## config.mk

```make
export PLATFORM = sky130hd
export DESIGN_NAME = div_sched
export DESIGN_NICKNAME = d
export VERILOG_FILES = /design/src/rtl/div_sched_pkg.sv /design/src/rtl/div_step.sv /design/src/rtl/div_sched.sv
export SDC_FILE = /design/constraint.sdc
export NUM_CORES = 1
export LEC_CHECK = 0
export ABC_CLOCK_PERIOD_IN_PS = 4600
export CAP_MARGIN = 5
export CORE_MARGIN = 8
export CORE_UTILIZATION = 45
export CTS_BUF_LIST = sky130_fd_sc_hd__clkbuf_16
export DETAILED_ROUTE_END_ITERATION = 7
export PLACE_DENSITY = 0.79
export SLEW_MARGIN = 20
export SYNTH_ARGS = -nofsm -noshare
export SYNTH_HDL_FRONTEND = slang
export SYNTH_SLANG_ARGS = --single-unit
```

## constraint.sdc

```tcl
create_clock -name clk -period 4.6 [get_ports clk]
set_input_delay 0.69 -clock clk [delete_from_list [all_inputs] [get_ports clk]]
set_output_delay 0.69 -clock clk [all_outputs]
set_load 0.005 [all_outputs]
```

## src/rtl/div_sched_pkg.sv

```systemverilog
// Shared definitions for the two-requester divider scheduler.
package div_sched_pkg;

    localparam int DEFAULT_WIDTH = 16;

    // Scheduler FSM encoding; only these three states are reachable.
    typedef enum logic [1:0] {
        IDLE = 2'd0,
        RUN  = 2'd1,
        DONE = 2'd2
    } state_t;

endpackage

```

## src/rtl/div_step.sv

```systemverilog
// One restoring shift-subtract step: shift the next dividend bit into the
// partial remainder and subtract the divisor if it fits.
module div_step
    import div_sched_pkg::*;
#(
    parameter int WIDTH = DEFAULT_WIDTH
) (
    input  logic [WIDTH-1:0] rem,
    input  logic [WIDTH-1:0] divisor,
    input  logic             bit_in,
    output logic [WIDTH-1:0] rem_next,
    output logic             q_bit
);

    logic [WIDTH:0] trial;
    logic [WIDTH:0] diff;

    // The partial remainder is always below the divisor, so trial < 2*divisor:
    // a set top bit of diff can only mean a borrow (divisor did not fit).
    always_comb begin
        trial    = {rem, bit_in};
        diff     = trial - {1'b0, divisor};
        q_bit    = ~diff[WIDTH];
        rem_next = q_bit ? diff[WIDTH-1:0] : trial[WIDTH-1:0];
    end

endmodule

```

## src/rtl/div_sched.sv

```systemverilog
// Two requesters share one iterative restoring divider. Round-robin grant in
// IDLE, WIDTH shift-subtract steps in RUN, result held in DONE until taken.
//
// Handshakes: a reqN transfer happens on a rising edge with reqN_valid and
// reqN_ready both high; a response transfer happens on a rising edge with
// rsp_valid and rsp_ready both high. Once raised, rsp_valid and the rsp_*
// payload stay unchanged until that response transfer.
module div_sched
    import div_sched_pkg::*;
#(
    parameter int WIDTH = DEFAULT_WIDTH
) (
    input  logic             clk,
    input  logic             rst,
    input  logic             req0_valid,
    input  logic [WIDTH-1:0] req0_a,
    input  logic [WIDTH-1:0] req0_b,
    output logic             req0_ready,
    input  logic             req1_valid,
    input  logic [WIDTH-1:0] req1_a,
    input  logic [WIDTH-1:0] req1_b,
    output logic             req1_ready,
    output logic             rsp_valid,
    input  logic             rsp_ready,
    output logic             rsp_id,
    output logic [WIDTH-1:0] rsp_q,
    output logic [WIDTH-1:0] rsp_r,
    output logic             rsp_dbz,
    output state_t           state_dbg
);

    localparam int CW = $clog2(WIDTH + 1);

    state_t           state;
    logic             rr_ptr;   // requester preferred on contention (not served last)
    logic [CW-1:0]    cnt;      // remaining shift-subtract steps
    logic [WIDTH-1:0] quo;      // dividend shifting out, quotient shifting in
    logic [WIDTH-1:0] div_b;
    logic [WIDTH-1:0] rem;
    logic             op_id;
    logic             op_dbz;

    logic             gnt0;
    logic             gnt1;
    logic [WIDTH-1:0] sel_a;
    logic [WIDTH-1:0] sel_b;
    logic [WIDTH-1:0] rem_next;
    logic             q_bit;

    // Arbiter: a lone requester wins; on contention the pointer decides.
    always_comb begin
        gnt1  = req1_valid && (!req0_valid || rr_ptr);
        gnt0  = req0_valid && !gnt1;
        sel_a = gnt1 ? req1_a : req0_a;
        sel_b = gnt1 ? req1_b : req0_b;
    end

    assign req0_ready = !rst && (state == IDLE) && gnt0;
    assign req1_ready = !rst && (state == IDLE) && gnt1;
    assign state_dbg  = state;

    div_step #(.WIDTH(WIDTH)) u_step (
        .rem      (rem),
        .divisor  (div_b),
        .bit_in   (quo[WIDTH-1]),
        .rem_next (rem_next),
        .q_bit    (q_bit)
    );

    // Scheduler FSM with operand registers and registered response outputs.
    always_ff @(posedge clk or posedge rst) begin
        if (rst) begin
            state     <= IDLE;
            rr_ptr    <= 1'b0;
            cnt       <= '0;
            quo       <= '0;
            div_b     <= '0;
            rem       <= '0;
            op_id     <= 1'b0;
            op_dbz    <= 1'b0;
            rsp_valid <= 1'b0;
            rsp_id    <= 1'b0;
            rsp_q     <= '0;
            rsp_r     <= '0;
            rsp_dbz   <= 1'b0;
        end else begin
            case (state)
                IDLE: begin
                    if (req0_ready || req1_ready) begin
                        op_id  <= gnt1;
                        rr_ptr <= !gnt1;
                        quo    <= sel_a;
                        div_b  <= sel_b;
                        rem    <= '0;
                        // A zero divisor runs no steps; the empty RUN cycle
                        // keeps its result timing one cycle behind acceptance.
                        op_dbz <= (sel_b == '0);
                        cnt    <= (sel_b == '0) ? '0 : CW'(WIDTH);
                        state  <= RUN;
                    end
                end
                RUN: begin
                    if (cnt != '0) begin
                        rem <= rem_next;
                        quo <= {quo[WIDTH-2:0], q_bit};
                        cnt <= cnt - CW'(1);
                    end
                    if (cnt <= CW'(1)) begin
                        state <= DONE;
                    end
                end
                DONE: begin
                    // First DONE cycle publishes the result; then wait for the consumer.
                    if (!rsp_valid) begin
                        rsp_valid <= 1'b1;
                        rsp_id    <= op_id;
                        rsp_q     <= op_dbz ? '1  : quo;
                        rsp_r     <= op_dbz ? quo : rem;
                        rsp_dbz   <= op_dbz;
                    end else if (rsp_ready) begin
                        rsp_valid <= 1'b0;
                        state     <= IDLE;
                    end
                end
                default: state <= IDLE;
            endcase
        end
    end

endmodule

```

-- Yosys cells after proc, flatten, opt, wreduce, memory -nomap -nowiden
Cells that the tools add are included.
- flip-flop bits (word level): 93
- logic and storage cells: 65
- add/subtract/negate cells: 2
- magnitude comparators: 1
- equality and inequality tests: 7
- multiplexer cells: 22
- bitwise logic cells: 2
- reductions and logical operators: 18
- operators by type and width (operator ; number):
    16-bit two-way mux ; 9
    16-bit case mux with 2 select lines ; 2
    17-bit by 16-bit subtractor with 17-bit output ; 1
    16-bit zero test ; 1
    5-bit two-way mux ; 3
    5-bit case mux with 2 select lines ; 1
    2-bit two-way mux ; 4
    2-bit != test, second input constant ; 4
    2-bit case mux with 3 select lines ; 1
    5-bit by 1-bit less-or-equal comparator with 1-bit output, second input constant ; 1
    1-bit logical AND ; 5
    5-bit nonzero test ; 1
    5-bit by 1-bit subtractor with 5-bit output, second input constant ; 1
    2-bit AND reduction ; 2
    4-bit AND reduction ; 1
    1-bit zero test ; 3
    3-bit AND reduction ; 1
    2-bit by 1-bit equality test with 1-bit output, second input constant ; 1
    2-bit equality test, second input constant ; 1
    2-bit zero test ; 1
    1-bit logical OR ; 2
    1-bit two-way mux ; 2
    2-bit by 1-bit != test with 1-bit output, second input constant ; 1
    1-bit NOT ; 2
    2-bit nonzero test ; 1

-- Logic depth before layout (Yosys ltp)
Gate-level depths: netlist of the first run.
- word-level depth: 9
- depth in mapped cells: 12

-- Hierarchy
Synthesis of the first run repeated with hierarchy kept, for this count alone.
- cell total of the unflattened synthesis: 606
- area, all modules: 5462.7 µm²
- by module, submodules not included (module ; times used ; cells each ; area an instance (µm²)):
    div_sched ; 1 ; 478 ; 4453.0
    div_step ; 1 ; 128 ; 1009.7

-- Least setup slack after synthesis of the first run
No wires, ideal clock.
- path type: register -> register
- start point: register quo[15]
- end point: register rem[13]
- data arrival time: 2.459 ns
- data required time: 4.474 ns
- slack: 2.014 ns
- stages on the path, launching flop included: 13
- path buffers: 1
- clock period less this slack: 2.586 ns
- cells stage by stage: dfrtp_1 -> inv_1 -> ha_1 -> inv_1 -> fa_1 -> a211oi_2 -> o21bai_1 -> a21o_1 -> a21bo_1 -> a21oi_2 -> buf_6 -> nor2_1 -> a311o_1
- word-level cells in the longest chain between the ends: 4
- ends and longest elaborated chain (item ; RTL line ; text):
    start, declared ; div_sched.sv:37 ; logic [WIDTH-1:0] quo;
    start signal, assigned ; div_sched.sv:92 ; quo <= sel_a;
    start signal, assigned ; div_sched.sv:105 ; quo <= {quo[WIDTH-2:0], q_bit};
    17-bit by 16-bit subtractor with 17-bit output ; div_step.sv:22 ; diff = trial - {1'b0, divisor};
    16-bit two-way mux ; div_step.sv:24 ; rem_next = q_bit ? diff[WIDTH-1:0] : trial[WIDTH-1:0];
    16-bit two-way mux ; div_sched.sv:103 ; if (cnt != '0) begin
    16-bit case mux with 2 select lines ; div_sched.sv:87 ; case (state)
    end signal, assigned ; div_sched.sv:104 ; rem <= rem_next;
    end, declared ; div_sched.sv:39 ; logic [WIDTH-1:0] rem;
No other way between the ends. The select of a mux whose other input is x is not followed.
A chain may end at the register's enable or synchronous reset.

-- Final worst setup path of the first run
Ends and elaborated chain as after synthesis.

==> results.json, run 1 <==
{
  "post_detailed_placement_cell_area_mm2": 0.00641,
  "global_route.overflow_total": 0,
  "cts-resized-gates": 0,
  "hold_ws_ps": 492,
  "dieHeight_um": 124,
  "avgViaCountPerCell": 5.62,
  "holdCritPathClass": "reg2reg",
  "asyncSetResetFlopFracSynth": 1.00,
  "cts_max_level": 3,
  "finalWirelength_um": 14100,
  "root_buffer": "sky130_fd_sc_hd__clkbuf_16",
  "multi_input_comb_area_mm2": 0.00270,
  "clk-insertion-delay-late_ps": 340,
  "fp.coreArea_mm2": 0.0114,
  "timing.critical_path.fanout_max": 20,
  "post_route_cells_drive_above_1_share": 0.0771,
  "globalRouteMet2Util": 0.309,
  "startpoint_class": "register",
  "grt_pass1_wl_um": 22100,
  "postSynthCellCount": 592,
  "count_of_hold_buffers_inserted_by_post_cts_repair": 0,
  "die_area_mm2": 0.0154,
  "initial_utilization": 0.459,
  "ir_worst_vdd_uv": 343,
  "tritoncts": "done",
  "finalClockSkew_ps": 9.83,
  "post-cts-setup-buffers": 0,
  "area_growth_syn_to_layout_pct": 29.0,
  "report.final.setup_viol": 0,
  "clockBufferDepth": 2,
  "boundaryPins": 108,
  "grt_pass1_vias": 4517,
  "design_area_mm2": 0.00677,
  "yosys.cell_types.count": 60,
  "power.density_cell_area_mw_per_mm2": 732,
  "rsz0062_at_grt": "no",
  "critical_path_class": "reg2reg",
  "yosys_most_used_dff": "sky130_fd_sc_hd__dfrtp_1",
  "utilization_after_layout": 0.593,
  "placement_rows": 39,
  "syn-cell-area_mm2": 0.00524,
  "dp_worst_setup_slack_ps": 1200,
  "maximum_number_of_pins_on_one_net_before_global_route_repair": 53,
  "antennaDiodeCount": 0,
  "floorplan.die.width_um": 124,
  "finalCritPeriodShare": 0.680,
  "cp.arrival_ps": 3350,
  "maxClockFrequency_ghz": 0.320,
  "clkTransAtPathRegs_ps": 70,
  "drv_cap": 0,
  "antenna_found_initial": 0,
  "finalCriticalPeriod_ps": 3130,
  "syn_avg_cell_area_um2": 8.86,
  "flops_latches_synth": 93,
  "slew_headroom": 0.431,
  "wl_per_cell_um": 16.9,
  "cts.sinks": 93,
  "fillCellCount": 966,
  "place_inst": 814,
  "worstMarginPinSlew_ps": 853,
  "worst-endpoint-required_ps": 4820,
  "most_crowded_layer_gr": "met2",
  "yosysWarnings": 0,
  "detail_route.first_pass.iterations": 5,
  "grt_overall_usage": 0.180,
  "dr_total_vias": 4666,
  "fin_cells": 830,
  "result_of_the_run": "completed",
  "leakage_nw": 2.95,
  "numPortBuffers": 107,
  "synth_enable_flop_cells": 0,
  "synth_seq_area_share": 0.444,
  "design.final.nets": 771,
  "finalMaxSlewViolations": 0,
  "place.detailed.hpwl_um": 10700,
  "regArea_mm2": 0.00233,
  "critPathCaptureType": "register",
  "fin_total_pwr_mw": 4.95,
  "drtAntennaViolNets": 0,
  "finalWeightedCongestion": 0.873,
  "final_ws_setup_ps": 1470,
  "synthesis.nets": 681,
  "globalRouteMet3Util": 0.0295,
  "totalNegativeSetupSlack_ps": 0,
  "hold_viol_final": 0,
  "number_of_violations_reported_at_the_end_of_detailed_routing_iteration_0": 367,
  "tritoncts.num_buffers": 9,
  "remaining_drc_errors": 0,
  "global_route.usage.met1": 0.231
}
[metal layers]
layer,vias to the layer above,part of all wire
met1,2220,0.45
met5,-,0
met2,157,0.47
met4,0,0.017
li1,2271,-
met3,18,0.060
[critical path, cell delays in order, from the launching register on]
cell and delay, ps:
sky130_fd_sc_hd__dfrtp_1 400, sky130_fd_sc_hd__inv_1 100, sky130_fd_sc_hd__ha_1 170, sky130_fd_sc_hd__inv_1 50
sky130_fd_sc_hd__fa_1 420, sky130_fd_sc_hd__a211oi_2 270, sky130_fd_sc_hd__o21bai_1 130, sky130_fd_sc_hd__a21o_1 230
sky130_fd_sc_hd__a21bo_1 210, sky130_fd_sc_hd__a21oi_4 570, sky130_fd_sc_hd__nor2_1 120, sky130_fd_sc_hd__a311o_1 340
[logic make-up after synthesis]
logic type               synth area share
buffers and inverters              0.0453
XOR/XNOR                           0.0217
AO/OA/AOI/OAI                       0.200
flip-flops                          0.444
AND/OR/NAND/NOR                     0.181
multiplexers                       0.0597
adder cells (fa/ha/maj)            0.0492
[state kept, by name, summed over array words and instances (netlist names)]
name,cells
rr_ptr,1
div_b,16
rem,16
quo,16
state_dbg,2
rsp_r,16
op_dbz,1
cnt,5
rsp_q,16
rsp_id,1
op_id,1
rsp_dbz,1
rsp_valid,1
[final timing paths]
| check | start | end | slack (ps) | cells after the start |
|---|---|---|---|---|
| max | quo[15]$_DFFE_PP0P_ | rem[13]$_DFFE_PP0P_ | 1470 | 11 |
| min | op_id$_DFFE_PP0P_ | op_id$_DFFE_PP0P_ | 490 | 1 |
| max reg2reg | quo[15]$_DFFE_PP0P_ | rem[13]$_DFFE_PP0P_ | 1470 | 11 |
| min reg2reg | op_id$_DFFE_PP0P_ | op_id$_DFFE_PP0P_ | 490 | 1 |
| max in group asynchronous | rst | div_b[13]$_DFFE_PP0P_ | 2860 | 3 |
| min in group asynchronous | rst | rsp_q[13]$_DFFE_PP0P_ | 900 | 2 |
[synthesized netlist by cell type (all sizes together), types with 2 or more instances]
cell type,number,share of area
nand2,99,0.071
dfrtp,93,0.44
nor2,83,0.059
a21oi,52,0.050
mux2i,29,0.055
clkbuf,26,0.019
o21ai,24,0.024
inv,22,0.016
a31oi,19,0.026
ha,19,0.045
nand3,17,0.016
o221a,14,0.030
buf,10,0.011
nor4,10,0.014
xnor2,8,0.013
a21o,7,0.010
o21a,6,0.0086
xor2,5,0.0084
a211oi,4,0.0067
nor3,4,0.0048
a41oi,3,0.0050
nor2b,3,0.0036
o21bai,3,0.0050
a221o,2,0.0038
and2,2,0.0024
mux2,2,0.0043
nand2b,2,0.0024
o211ai,2,0.0029
o31a,2,0.0033
[layout by cell type (no fill, tap or decap), types with 2 or more instances in the layout]
| master | Yosys | routed |
|---|---|---|
| sky130_fd_sc_hd__nand2_1 | 99 | 99 |
| sky130_fd_sc_hd__o21bai_1 | 2 | 2 |
| sky130_fd_sc_hd__dfrtp_1 | 93 | 93 |
| sky130_fd_sc_hd__a41oi_1 | 3 | 3 |
| sky130_fd_sc_hd__clkbuf_16 | 0 | 9 |
| sky130_fd_sc_hd__o21ai_2 | 1 | 2 |
| sky130_fd_sc_hd__nor2b_1 | 3 | 3 |
| sky130_fd_sc_hd__clkdlybuf4s50_1 | 0 | 107 |
| sky130_fd_sc_hd__inv_1 | 22 | 22 |
| sky130_fd_sc_hd__a221o_1 | 2 | 2 |
| sky130_fd_sc_hd__o211ai_1 | 2 | 2 |
| sky130_fd_sc_hd__o21a_1 | 6 | 5 |
| sky130_fd_sc_hd__bufinv_16 | 0 | 3 |
| sky130_fd_sc_hd__buf_4 | 2 | 8 |
| sky130_fd_sc_hd__a31oi_1 | 18 | 18 |
| sky130_fd_sc_hd__xnor2_1 | 8 | 8 |
| sky130_fd_sc_hd__nor4_2 | 2 | 2 |
| sky130_fd_sc_hd__xor2_1 | 5 | 5 |
| sky130_fd_sc_hd__and2_1 | 2 | 2 |
| sky130_fd_sc_hd__mux2i_1 | 29 | 29 |
| sky130_fd_sc_hd__o21ai_0 | 22 | 22 |
| sky130_fd_sc_hd__a21oi_1 | 51 | 51 |
| sky130_fd_sc_hd__nand3_1 | 17 | 17 |
| sky130_fd_sc_hd__a21o_1 | 7 | 7 |
| sky130_fd_sc_hd__nand2b_1 | 2 | 2 |
| sky130_fd_sc_hd__o221a_2 | 14 | 14 |
| sky130_fd_sc_hd__nor4_1 | 8 | 8 |
| sky130_fd_sc_hd__ha_1 | 19 | 19 |
| sky130_fd_sc_hd__nor2_1 | 83 | 82 |
| sky130_fd_sc_hd__mux2_2 | 2 | 2 |
| sky130_fd_sc_hd__nor3_1 | 3 | 3 |
| sky130_fd_sc_hd__a211oi_1 | 3 | 3 |
| sky130_fd_sc_hd__o31a_1 | 2 | 2 |
[area by class of cell]
class	count	area share
Multi-Input combinational cell	441	0.399
Sequential cell	93	0.344
Timing Repair Buffer	115	0.167
Clock buffer	9	0.0333
Tap cell	143	0.0264
Clock inverter	7	0.0179
Inverter	22	0.0124
[where the power goes]
group	total (mW)	internal [mW]	switching [mW]
clock network	0.849	0.535	0.314
registers	1.57	1.21	0.359
logic	2.53	1.21	1.32
Power figures use the tool's default switching activity.
==> inputs of run 2 (changes only) <==
--- a/config.mk
+++ b/config.mk
@@ -5,7 +5,7 @@
 export SDC_FILE = /design/constraint.sdc
 export NUM_CORES = 1
 export LEC_CHECK = 0
-export ABC_CLOCK_PERIOD_IN_PS = 4600
+export ABC_CLOCK_PERIOD_IN_PS = 3000
 export CAP_MARGIN = 5
 export CORE_MARGIN = 8
 export CORE_UTILIZATION = 45
==> constraint.sdc (replaced) <==
create_clock -name clk -period 3 [get_ports clk]
set_input_delay 0.45 -clock clk [delete_from_list [all_inputs] [get_ports clk]]
set_output_delay 0.45 -clock clk [all_outputs]
set_load 0.005 [all_outputs]
==> run 2 against run 1 <==
Net effect: wire length grew 0.38%; combinational power grew 54%; first-iteration DRC count grew 16%; sequential share of layout area hardly changed; worst setup slack got worse by 1300 ps; highest routed layer unchanged.
==> results.json, run 2 (synthesis results as in run 1) <==
{
  "result_of_the_run": "completed",
  "finalCriticalPeriod_ps": 2790,
  "drtAntennaViolNets": 0,
  "maxClockFrequency_ghz": 0.358,
  "detail_route.first_pass.iterations": 5,
  "numPortBuffers": 107,
  "grt_overall_usage": 0.183,
  "post_route_cells_drive_above_1_share": 0.0824,
  "ir_worst_vdd_uv": 565,
  "fillCellCount": 1007,
  "post-cts-setup-buffers": 0,
  "finalMaxSlewViolations": 0,
  "cp.arrival_ps": 3010,
  "boundaryPins": 108,
  "hold_viol_final": 0,
  "regArea_mm2": 0.00233,
  "antenna_found_initial": 0,
  "slew_headroom": 0.515,
  "cts_max_level": 3,
  "finalWirelength_um": 14100,
  "drv_cap": 0,
  "critical_path_class": "reg2reg",
  "maximum_number_of_pins_on_one_net_before_global_route_repair": 94,
  "finalCritPeriodShare": 0.931,
  "place.detailed.hpwl_um": 10600,
  "totalNegativeSetupSlack_ps": 0,
  "wl_per_cell_um": 16.9,
  "multi_input_comb_area_mm2": 0.00269,
  "initial_utilization": 0.459,
  "fp.coreArea_mm2": 0.0114,
  "timing.critical_path.fanout_max": 16,
  "dr_total_vias": 4745,
  "startpoint_class": "register",
  "leakage_nw": 2.95,
  "avgViaCountPerCell": 5.68,
  "holdCritPathClass": "reg2reg",
  "worstMarginPinSlew_ps": 727,
  "dieHeight_um": 124,
  "antennaDiodeCount": 0,
  "die_area_mm2": 0.0154,
  "clockBufferDepth": 2,
  "final_common_cell": "sky130_fd_sc_hd__clkdlybuf4s50_1",
  "power.density_cell_area_mw_per_mm2": 1110,
  "layout.cells.most_common_list": "sky130_fd_sc_hd__clkdlybuf4s50_1 (107), sky130_fd_sc_hd__nand2_1 (99), sky130_fd_sc_hd__dfrtp_1 (92)",
  "rsz0062_at_grt": "no",
  "clk-insertion-delay-late_ps": 340,
  "cts.sinks": 93,
  "remaining_drc_errors": 0,
  "finalWeightedCongestion": 0.875,
  "number_of_violations_reported_at_the_end_of_detailed_routing_iteration_0": 424,
  "tritoncts.num_buffers": 9,
  "area_growth_syn_to_layout_pct": 29.1,
  "clkTransAtPathRegs_ps": 60,
  "placement_rows": 39,
  "global_route.overflow_total": 0,
  "count_of_hold_buffers_inserted_by_post_cts_repair": 0,
  "root_buffer": "sky130_fd_sc_hd__clkbuf_16",
  "worst-endpoint-required_ps": 3220,
  "floorplan.die.width_um": 124,
  "tritoncts": "done",
  "report.final.setup_viol": 0,
  "critPathCaptureType": "register",
  "hold_ws_ps": 479,
  "finalClockSkew_ps": 9.31,
  "grt_pass1_wl_um": 22700,
  "grt_pass1_vias": 4637,
  "design.final.nets": 776
}
## run 2: final timing paths
kind / from / to / slack (ps) / cells past startpoint
worst max-delay path: quo[15]$_DFFE_PP0P_ / rem[11]$_DFFE_PP0P_ / 210 / 12
worst max register to register: quo[15]$_DFFE_PP0P_ / rem[11]$_DFFE_PP0P_ / 210 / 12
max in group asynchronous: rst / op_dbz$_DFFE_PP0P_ / 2030 / 3
worst min-delay path: op_id$_DFFE_PP0P_ / op_id$_DFFE_PP0P_ / 480 / 1
min in group asynchronous: rst / rsp_valid$_DFFE_PP0N_ / 590 / 3
worst min register to register: op_id$_DFFE_PP0P_ / op_id$_DFFE_PP0P_ / 480 / 1
## run 2: layout make-up
class | instances | area share
multi-input combinational | 441 | 0.397
sequential | 93 | 0.344
timing repair buffer | 120 | 0.177
clock buffer | 9 | 0.0333
tap | 143 | 0.0264
inverter | 22 | 0.0124
clock inverter | 7 | 0.00979
## run 2: metal layers
metal / global-route usage / vias up / wire (µm)
li1: - / 2280 / -
met1: 0.237 / 2274 / 6250
met2: 0.308 / 178 / 6620
met3: 0.0308 / 13 / 1050
met4: 0.0528 / 0 / 175
met5: 0 / - / 0
## run 2: timing repair
action | in CTS | in global routing
hold endpoints to repair | 0 | 0
gates resized for setup | 0 | 1
endpoints found under the setup margin | 0 | 11
## run 2: stage by stage
step / cell area [µm²] / worst slack [ps] / utilization / power [mW] / std cells
2_1_floorplan: 5240 / 130 / - / 4.96 / 592
3_3_place_gp: 6470 / 267 / 0.567 / 6.17 / 819
3_5_place_dp: 6470 / 200 / 0.567 / 6.33 / 819
4_1_cts: 6770 / 160 / 0.593 / 7.47 / 835
5_1_grt: 6770 / 3.31 / 0.593 / 8.04 / 835
6_report: 6770 / 206 / 0.593 / 7.48 / 835
## run 2: report_power, final
group	total [mW]	internal, mW	switching, mW	leakage [nW]
Sequential	2.48	1.86	0.619	1.08
Combinational	3.89	1.92	1.96	1.74
Clock	1.12	0.642	0.481	0.142
Total	7.48	4.42	3.06	2.95
## run 2: critical path, cell delays in order (launching register included)
cell,delay [ps]
sky130_fd_sc_hd__dfrtp_1,390
sky130_fd_sc_hd__inv_1,100
sky130_fd_sc_hd__ha_1,180
sky130_fd_sc_hd__inv_1,60
sky130_fd_sc_hd__fa_1,430
sky130_fd_sc_hd__a211oi_2,260
sky130_fd_sc_hd__o21bai_1,120
sky130_fd_sc_hd__a21o_1,220
sky130_fd_sc_hd__a21bo_1,180
sky130_fd_sc_hd__a21oi_2,170
sky130_fd_sc_hd__buf_6,210
sky130_fd_sc_hd__nor2_1,70
sky130_fd_sc_hd__a221o_1,270
==> inputs of run 3 (changes only) <==
--- a/config.mk
+++ b/config.mk
@@ -7,7 +7,7 @@
 export LEC_CHECK = 0
 export ABC_CLOCK_PERIOD_IN_PS = 3000
 export CAP_MARGIN = 5
-export CORE_MARGIN = 8
+export CORE_MARGIN = 1
 export CORE_UTILIZATION = 45
 export CTS_BUF_LIST = sky130_fd_sc_hd__clkbuf_16
 export DETAILED_ROUTE_END_ITERATION = 7
==> run 3 against run 2 <==
Net effect: global-route usage grew 4.4 points; first-iteration DRC count shrank 31%; clock power shrank 6%; critical path depth did not move; die area is 21% lower; maximum frequency is 0.78% higher; critical endpoint is now rem[13]$_DFFE_PP0P_; largest power group unchanged; highest routed layer unchanged.
==> results.json, run 3 (synthesis results as in run 1) <==
{
  "leakage_nw": 2.94,
  "remaining_drc_errors": 0,
  "clockBufferDepth": 2,
  "place.detailed.hpwl_um": 10100,
  "finalMaxSlewViolations": 0,
  "critical_path_class": "reg2reg",
  "cpLargestDelayFamily": "compound AO/OA/AOI/OAI gates",
  "post-cts-setup-buffers": 0,
  "finalWirelength_um": 13500,
  "cpMaxStageDelayCell": "sky130_fd_sc_hd__fa_1",
  "antenna_found_initial": 0,
  "placement_rows": 39,
  "rsz0062_at_grt": "no",
  "cp.arrival_ps": 2990,
  "worst_setup_path_startpoint": "quo[15]$_DFFE_PP0P_",
  "cell_depth_of_the_worst_hold_path": 1,
  "power.density_cell_area_mw_per_mm2": 1100,
  "grt_overall_usage": 0.227,
  "layout.cells.most_common_list": "sky130_fd_sc_hd__clkdlybuf4s50_1 (107), sky130_fd_sc_hd__nand2_1 (99), sky130_fd_sc_hd__dfrtp_1 (93)",
  "startpoint_class": "register",
  "post_route_cells_drive_above_1_share": 0.0853,
  "totalNegativeSetupSlack_ps": 0,
  "cts_max_level": 3,
  "global_route.overflow_total": 0,
  "worstMarginPinSlew_ps": 1140,
  "drv_cap": 0,
  "final_common_cell": "sky130_fd_sc_hd__clkdlybuf4s50_1",
  "switching_power_mw": 3.08,
  "avgViaCountPerCell": 5.58,
  "root_buffer": "sky130_fd_sc_hd__clkbuf_16",
  "finalWeightedCongestion": 0.885,
  "design_area_mm2": 0.00677,
  "hold_ws_ps": 477,
  "fillCellCount": 1027,
  "maxClockFrequency_ghz": 0.361,
  "combinationalPowerShare": 0.525,
  "worst_r2r_startpoint": "quo[15]$_DFFE_PP0P_",
  "dieHeight_um": 110,
  "critical_path_buf_inv_count": 3,
  "maximum_number_of_pins_on_one_net_before_global_route_repair": 53,
  "cts-resized-gates": 0,
  "die_area_mm2": 0.0121,
  "slew_headroom": 0.242,
  "finalClockSkew_ps": 6.97,
  "grt_pass1_vias": 4391,
  "hold_viol_final": 0,
  "seqPwrFrac": 0.334,
  "cts.sinks": 93,
  "post_detailed_placement_cell_area_mm2": 0.00649,
  "critical_path.max_stage_delay_ps": 420,
  "timing.critical_path.mode_cell": "sky130_fd_sc_hd__inv_1",
  "number_of_violations_reported_at_the_end_of_detailed_routing_iteration_0": 294,
  "tritoncts": "done",
  "dp_worst_setup_slack_ps": 242,
  "holdCritPathClass": "reg2reg",
  "timing.critical_path.fanout_max": 20,
  "critPathCaptureType": "register",
  "cp_cell_sequence": "inv_1 -> ha_1 -> inv_1 -> fa_1 -> a211oi_2 -> o21bai_1 -> a21o_1 -> a21bo_1 -> a21oi_2 -> buf_12 -> nor2_1 -> a311o_1",
  "power.internal_mw": 4.35,
  "final_ws_setup_ps": 228,
  "clk-insertion-delay-late_ps": 330,
  "finalCriticalPeriod_ps": 2770,
  "initial_utilization": 0.461,
  "boundaryPins": 108,
  "tritoncts.num_buffers": 9,
  "clkTransAtPathRegs_ps": 60,
  "numPortBuffers": 107,
  "design.final.nets": 777,
  "finalCritPeriodShare": 0.924,
  "worst-r2r-cell-count": 12,
  "detail_route.first_pass.iterations": 5,
  "dr_total_vias": 4662,
  "floorplan.die.width_um": 110,
  "wl_per_cell_um": 16.2,
  "worstHoldStart": "op_id$_DFFE_PP0P_",
  "count_of_hold_buffers_inserted_by_post_cts_repair": 0,
  "drtAntennaViolNets": 0,
  "worst-endpoint-required_ps": 3220,
  "grt_pass1_wl_um": 21100,
  "area_growth_syn_to_layout_pct": 29.1,
  "power.switching_fraction": 0.414,
  "fin_cells": 835,
  "report.final.setup_viol": 0,
  "fp.coreArea_mm2": 0.0114,
  "ir_worst_vdd_uv": 483,
  "reg2reg_slack_ps": 230,
  "number_of_cells_on_the_critical_path": 12,
  "clock_power_share": 0.142,
  "result_of_the_run": "completed",
  "antennaDiodeCount": 0,
  "place_inst": 820
}
-- run 3: changes by cell type in the layout (fill, tap and decap cells not counted), sizes merged --
cell,change
bufinv,-1
clkinvlp,+2
buf,+1
clkinv,-1
inv,-1
-- run 3: final timing paths --
path / end
setup / recovery: rem[13]$_DFFE_PP0P_
hold / removal: op_id$_DFFE_PP0P_
setup reg to reg: rem[13]$_DFFE_PP0P_
hold reg to reg: op_id$_DFFE_PP0P_
max in group asynchronous: rem[9]$_DFFE_PP0P_
min in group asynchronous: rsp_id$_DFFE_PP0P_
-- run 3: cell type report --
type,count,area (µm²),share of cell area
clock inverters,6,48.8,0.00721
clock buffers,9,225,0.0333
multi-input cells,441,2690,0.398
flip-flops and latches,93,2330,0.344
inverters,22,83.8,0.0124
well taps,143,179,0.0264
repair buffers,121,1210,0.179
-- run 3: power groups by stage --
stage / Sequential (mW) / Clock, mW / Combinational [mW]
global route: 2.56 / 1.11 / 4.31
CTS: 2.47 / 1.06 / 3.89
finish: 2.48 / 1.05 / 3.90
global placement: 2.45 / 0 / 3.73
floorplan: 2.26 / 0 / 2.70
detailed placement: 2.49 / 0 / 3.85
-- run 3: stage by stage --
step | total power, mW | utilization
finish | 7.43 | 0.595
CTS | 7.43 | 0.595
global placement | 6.18 | 0.571
global route | 7.98 | 0.595
detailed placement | 6.35 | 0.571
floorplan | 4.96 | -
-- run 3: routing by layer --
layer / up-vias / part of all wire / track usage
met1: 2217 / 0.45 / 0.295
met3: 17 / 0.050 / 0.0338
met2: 153 / 0.48 / 0.389
met5: - / 0 / 0
met4: 0 / 0.016 / 0.0676
li1: 2275 / - / -
